$ cat src/rtl/mem_arbiter_pkg.sv
// Shared types for the I/D memory arbiter: FSM states, grant selection and
// the tie-break helper used by the grant logic.
package mem_arb_pkg;

    typedef enum logic [1:0] {
        IDLE    = 2'd0,
        I_BUSY  = 2'd1,
        D_BUSY  = 2'd2,
        I_DRAIN = 2'd3
    } arb_state_e;

    typedef enum logic [1:0] {
        GNT_NONE = 2'd0,
        GNT_I    = 2'd1,
        GNT_D    = 2'd2
    } gnt_sel_e;

    // D wins when it is the only candidate, when D has fixed priority, or
    // when the round-robin pointer currently favours D.
    function automatic gnt_sel_e pick_grant(input logic i_cand,
                                            input logic d_cand,
                                            input logic d_prio,
                                            input logic rr_d);
        gnt_sel_e sel;
        sel = GNT_NONE;
        if (d_cand && (!i_cand || d_prio || rr_d))
            sel = GNT_D;
        else if (i_cand)
            sel = GNT_I;
        return sel;
    endfunction

endpackage

$ cat src/rtl/mem_arbiter_watchdog.sv
// Bus watchdog: counts cycles spent waiting for an ack and flags expiry on
// the TIMEOUT-th waiting cycle. TIMEOUT = 0 disables expiry entirely.
module bus_watchdog #(
    parameter int TIMEOUT = 255
) (
    input  logic clk,
    input  logic rst_n,
    input  logic clr,
    input  logic en,
    output logic expire
);

    localparam int CW = (TIMEOUT < 2) ? 1 : $clog2(TIMEOUT);
    localparam logic [CW-1:0] LAST = (TIMEOUT == 0) ? '0 : CW'(TIMEOUT - 1);

    logic [CW-1:0] count;

    // Clear on every grant; otherwise count while a transaction is open.
    always_ff @(posedge clk or negedge rst_n) begin
        if (!rst_n)
            count <= '0;
        else if (clr)
            count <= '0;
        else if (en)
            count <= count + CW'(1);
    end

    assign expire = (TIMEOUT != 0) && en && (count == LAST);

endmodule

$ cat src/rtl/mem_arbiter.sv
// Arbitrates the single memory port between instruction fetch (I) and
// load/store (D). Produces per-requester completion strobes, drains killed
// fetches without delivering them, and forces completion on bus timeout.
module mem_arbiter
    import mem_arb_pkg::*;
#(
    parameter int ADDR_W     = 32,
    parameter int DATA_W     = 32,
    parameter int D_PRIORITY = 1,
    parameter int TIMEOUT    = 255
) (
    input  logic                  clk,
    input  logic                  rst_n,
    input  logic                  i_req,
    input  logic [ADDR_W-1:0]     i_addr,
    input  logic                  i_kill,
    output logic                  i_valid,
    output logic [DATA_W-1:0]     i_rdata,
    input  logic                  d_req,
    input  logic                  d_we,
    input  logic [DATA_W/8-1:0]   d_be,
    input  logic [ADDR_W-1:0]     d_addr,
    input  logic [DATA_W-1:0]     d_wdata,
    output logic                  d_valid,
    output logic [DATA_W-1:0]     d_rdata,
    output logic                  bus_req,
    output logic                  bus_we,
    output logic [DATA_W/8-1:0]   bus_be,
    output logic [ADDR_W-1:0]     bus_addr,
    output logic [DATA_W-1:0]     bus_wdata,
    input  logic                  bus_ack,
    input  logic [DATA_W-1:0]     bus_rdata,
    output logic                  bus_timeout
);

    arb_state_e state, state_nxt;
    gnt_sel_e   gnt;
    logic       rr_d;
    logic       in_txn, expire, done, gnt_window;
    logic       i_cand, d_cand;

    bus_watchdog #(
        .TIMEOUT(TIMEOUT)
    ) u_wdog (
        .clk   (clk),
        .rst_n (rst_n),
        .clr   (gnt != GNT_NONE),
        .en    (in_txn),
        .expire(expire)
    );

    // Grant selection. The requester completing this cycle still has its
    // request high (it drops it after seeing valid), so it is excluded from
    // the candidates to avoid re-serving the same access.
    always_comb begin
        in_txn     = (state != IDLE);
        done       = in_txn && (bus_ack || expire);
        gnt_window = !in_txn || done;
        i_cand     = i_req && !i_kill && !((state == I_BUSY) && done);
        d_cand     = d_req && !((state == D_BUSY) && done);
        gnt        = GNT_NONE;
        if (gnt_window)
            gnt = pick_grant(i_cand, d_cand, D_PRIORITY != 0, rr_d);
    end

    // Next state and completion strobes. An idle requester reads as valid so
    // the hazard unit never stalls on it.
    always_comb begin
        state_nxt = state;
        i_valid   = !i_req;
        d_valid   = !d_req;
        case (state)
            I_BUSY: begin
                i_valid = done && (!i_kill || !i_req);
                if (!done && i_kill)
                    state_nxt = I_DRAIN;
            end
            I_DRAIN: i_valid = 1'b0;
            D_BUSY:  d_valid = done;
            default: ;
        endcase
        if (gnt_window) begin
            case (gnt)
                GNT_I:   state_nxt = I_BUSY;
                GNT_D:   state_nxt = D_BUSY;
                default: state_nxt = IDLE;
            endcase
        end
    end

    // A watchdog expiry returns zero data; a real ack always wins.
    assign i_rdata     = bus_ack ? bus_rdata : '0;
    assign d_rdata     = bus_ack ? bus_rdata : '0;
    assign bus_timeout = in_txn && expire && !bus_ack;

    // State register.
    always_ff @(posedge clk or negedge rst_n) begin
        if (!rst_n)
            state <= IDLE;
        else
            state <= state_nxt;
    end

    // Bus request registers load the winner's fields at grant time; the
    // round-robin pointer toggles on every grant.
    always_ff @(posedge clk or negedge rst_n) begin
        if (!rst_n) begin
            bus_req   <= 1'b0;
            bus_we    <= 1'b0;
            bus_be    <= '0;
            bus_addr  <= '0;
            bus_wdata <= '0;
            rr_d      <= 1'b1;
        end else if (gnt_window) begin
            bus_req <= (gnt != GNT_NONE);
            if (gnt == GNT_I) begin
                bus_we    <= 1'b0;
                bus_be    <= '1;
                bus_addr  <= i_addr;
                bus_wdata <= '0;
            end else if (gnt == GNT_D) begin
                bus_we    <= d_we;
                bus_be    <= d_be;
                bus_addr  <= d_addr;
                bus_wdata <= d_wdata;
            end
            if ((D_PRIORITY == 0) && (gnt != GNT_NONE))
                rr_d <= !rr_d;
        end
    end

endmodule

$ cat config.mk
export PLATFORM = sky130hd
export DESIGN_NAME = mem_arbiter
export DESIGN_NICKNAME = d
export VERILOG_FILES = /design/src/rtl/mem_arbiter_pkg.sv /design/src/rtl/mem_arbiter_watchdog.sv /design/src/rtl/mem_arbiter.sv
export SDC_FILE = /design/constraint.sdc
export NUM_CORES = 1
export LEC_CHECK = 0
export BUFFER_PORTS_ARGS = -buffer_cell sky130_fd_sc_hd__buf_4
export CORE_AREA = 2 2 115 117
export DETAILED_ROUTE_END_ITERATION = 7
export DIE_AREA = 0 0 117 119
export GPL_TIMING_DRIVEN = 1
export PLACE_DENSITY_LB_ADDON = 0.1
export SKIP_CTS_REPAIR_TIMING = 1
export SLEW_MARGIN = 20
export SYNTH_ARGS = -nofsm -noshare
export SYNTH_HDL_FRONTEND = slang
export SYNTH_HIERARCHICAL = 1
export SYNTH_SLANG_ARGS = --single-unit
$ cat constraint.sdc
create_clock -name clk -period 8.1 [get_ports clk]
set_input_delay 1.215 -clock clk [delete_from_list [all_inputs] [get_ports clk]]
set_output_delay 1.215 -clock clk [all_outputs]
set_load 0.1 [all_outputs]
==> metrics <==
full die area=13900 µm²; Final min period=roughly 4.5 ns; vias in the first global route=3610; DR DRC count=0; worst-path fanout max=42; Initial DRC Count=~70; syn_nets=between 500 and 600; CTS tree=built; critical path startpoint category=register; Unique masters post-synth=36; DPL Wire Length=approximately 8.5 mm; Post-Synthesis Cell Area=4380 µm²; FF+latch area=around 2000 µm²; final hold vios=0; period utilization=between 50% and 60%; Synth-to-Final Area Change=50.9%; fmax=around 220 MHz; worst-skew pair later-pin latency=between 0.3 and 0.4 ns; RSZ-0062 raised after global routing=no; crit path capture type=register; multi-input logic area=1980 µm²; share of cells above drive strength 1=64.9%; Die Wd=about 120 µm; Initial Utilization=34.0%; I/O Buffers=about 280; post-synthesis sequential area ratio=45.7%; first-pass GRT wire length=between 15 and 20 mm; #FFs+latches synth=80; final antenna-violating net count=0; Reg clk slew, reported paths=about 0.060 ns; die height=119 µm; post-DR vias/cell=around 4.6; Hold/Removal Path Class=register to register; initial antenna violation count=0; setup tns final=0 ns; Pre-Repair DR Iteration Count=4; Setup Crit Path Kind=register to register; row count=42; hold path cells=1; status=completed; I/O pin count=roughly 280; # diodes=0; Yosys warning total=6; max cap viols=0; max_slew headroom=36.5%; H-tree Lvls=3; Remaining Overflow, GRT=0; Finish-stage setup viols=0; Worst Path Required=about 8.3 ns; core area=around 13000 µm²; Pins Over Slew Limit=0; largest net degree at the start of global routing=81; WL/cell=about 14 µm; vias=roughly 3.6k; Num CTS Buffers=9; worst-margin pin slew=0.950 ns; Root Driver=clkbuf_16; GRT Total Usage=15.7%; GPL Wtd Cong=between 0.7 and 0.8; r2r worst-path depth=10; Synth Instances=368; Clock Tree Buf Depth=2; clock sinks=80; Filler Cell Count=around 1.2k; final wirelength=roughly 11 mm; Avg Cell Area, Syn=about 12 µm²; worst clock skew=0.00622 ns; Worst EP arrival=4.67 ns; Layout Nets=745
-- per-layer routing --
layer | GRT usage [%] | part of all wire (%) | vias up
met5 | 0 | 0 | -
met4 | 4.49 | 1.3 | 0
met3 | 6.46 | 10 | 11
met2 | 28.6 | 52 | 155
met1 | 16.1 | 37 | 1720
li1 | - | - | 1681
-- critical path, cell delays in order, from the launching register on --
cell	delay, ns
dfrtp_1	0.51
or2_1	0.49
nand4_1	0.15
nor2_1	0.32
nor2_4	0.12
a211o_1	0.31
a211oi_1	0.29
ha_2	0.34
a21oi_4	0.72
buf_4	0.64
mux2_2	0.41
-- cells in the final DEF (no fill, tap or decap), types with 2 or more instances in the layout --
cell type	synthesis	routed
buf_4	38	276
mux2_2	91	91
dfrtp_1	80	80
nor2b_1	33	33
and2_1	32	32
nor2_1	11	11
clkbuf_16	0	9
inv_1	8	8
a21oi_1	7	7
mux2_4	6	6
or3_1	4	4
o21ai_0	4	4
mux2i_1	4	4
ha_1	5	4
nand2_1	3	3
nand4_1	3	3
xor2_1	3	3
a211o_1	2	2
a211oi_1	2	2
clkbuf_1	14	2
clkinv_2	0	2
nand3_1	2	2
-- layout make-up --
| class | instances | share of cell area, % |
|---|---|---|
| timing repair buffer | 277 | 31.6 |
| clock inverter | 5 | 0.853 |
| multi-input combinational | 225 | 30.0 |
| sequential | 80 | 30.3 |
| inverter | 8 | 0.455 |
| clock buffer | 11 | 3.52 |
| tap | 176 | 3.34 |
-- registers in the layout (all words and copies together), names as in the netlist --
name	count
bus_be	4
bus_we	1
bus_addr	32
bus_req	1
bus_wdata	32
u_wdog/count	8
state	2
-- logic make-up (layout without fill, tap and decap cells) --
family | after synthesis | count (layout) | synth area share [%]
and+or+nand+nor | 93 | 93 | 13.0
xor gates and xnor gates | 4 | 4 | 0.801
muxes | 101 | 101 | 26.4
DFF | 80 | 80 | 45.7
adders and majority gates | 5 | 5 | 1.43
AOI/OAI and AO/OA | 22 | 22 | 3.57
buffers and inverters | 63 | 301 | 9.12
-- final timing paths --
check / from / to / slack, ns
max in group asynchronous: rst_n / bus_wdata[6] / 6.68
worst min-delay path: bus_wdata[11] / bus_wdata[11] / 0.51
worst max register to register: state[0] / bus_addr[25] / 3.65
worst min register to register: bus_wdata[11] / bus_wdata[11] / 0.51
min in group asynchronous: rst_n / bus_addr[24] / 0.90
worst max-delay path: state[0] / bus_addr[25] / 3.65
-- synth_stat cells --
master | n | area, µm²
xnor2_1 | 1 | 8.76
a21o_1 | 1 | 7.51
a211oi_1 | 2 | 15.0
dfrtp_1 | 80 | 2000
ha_1 | 5 | 62.6
buf_2 | 1 | 5.00
nor2_4 | 1 | 11.3
buf_6 | 1 | 11.3
nand2_1 | 3 | 11.3
mux2_2 | 91 | 1020
a31o_2 | 1 | 8.76
nor2_1 | 11 | 41.3
buf_8 | 1 | 15.0
a211o_1 | 2 | 17.5
o21a_1 | 1 | 7.51
nand3_1 | 2 | 10.0
or3_1 | 4 | 25.0
nand4_4 | 1 | 21.3
o32ai_1 | 1 | 8.76
mux2_4 | 6 | 90.1
and2_1 | 32 | 200
a21oi_4 | 1 | 16.3
and3b_1 | 1 | 8.76
buf_4 | 38 | 285
inv_1 | 8 | 30.0
o21ai_0 | 4 | 20.0
nand4_1 | 3 | 18.8
clkbuf_1 | 14 | 52.6
a21oi_1 | 7 | 35.0
or2_1 | 1 | 6.26
nor2b_1 | 33 | 206
o41a_1 | 1 | 11.3
a22o_1 | 1 | 8.76
nand2b_1 | 1 | 6.26
xor2_1 | 3 | 26.3
mux2i_1 | 4 | 40.0
-- per-stage QoR --
step / cell area (µm²) / setup slack, ns / utilization, % / cells / hold slack [ns]
after detailed placement: 6310 / 3.57 / 49.0 / 766 / 0.497
after global routing: 6600 / 3.28 / 51.3 / 782 / 0.528
after floorplan: 4380 / 3.66 / - / 368 / 0.523
after CTS: 6600 / 3.60 / 51.3 / 782 / 0.513
final: 6600 / 3.65 / 51.3 / 782 / 0.507
after global placement: 6310 / 3.68 / 49.0 / 766 / 0.492
Power is left out: the tool's default activity adds up to more than one toggle a clock period on the data nets, which glitch-free logic cannot reach.
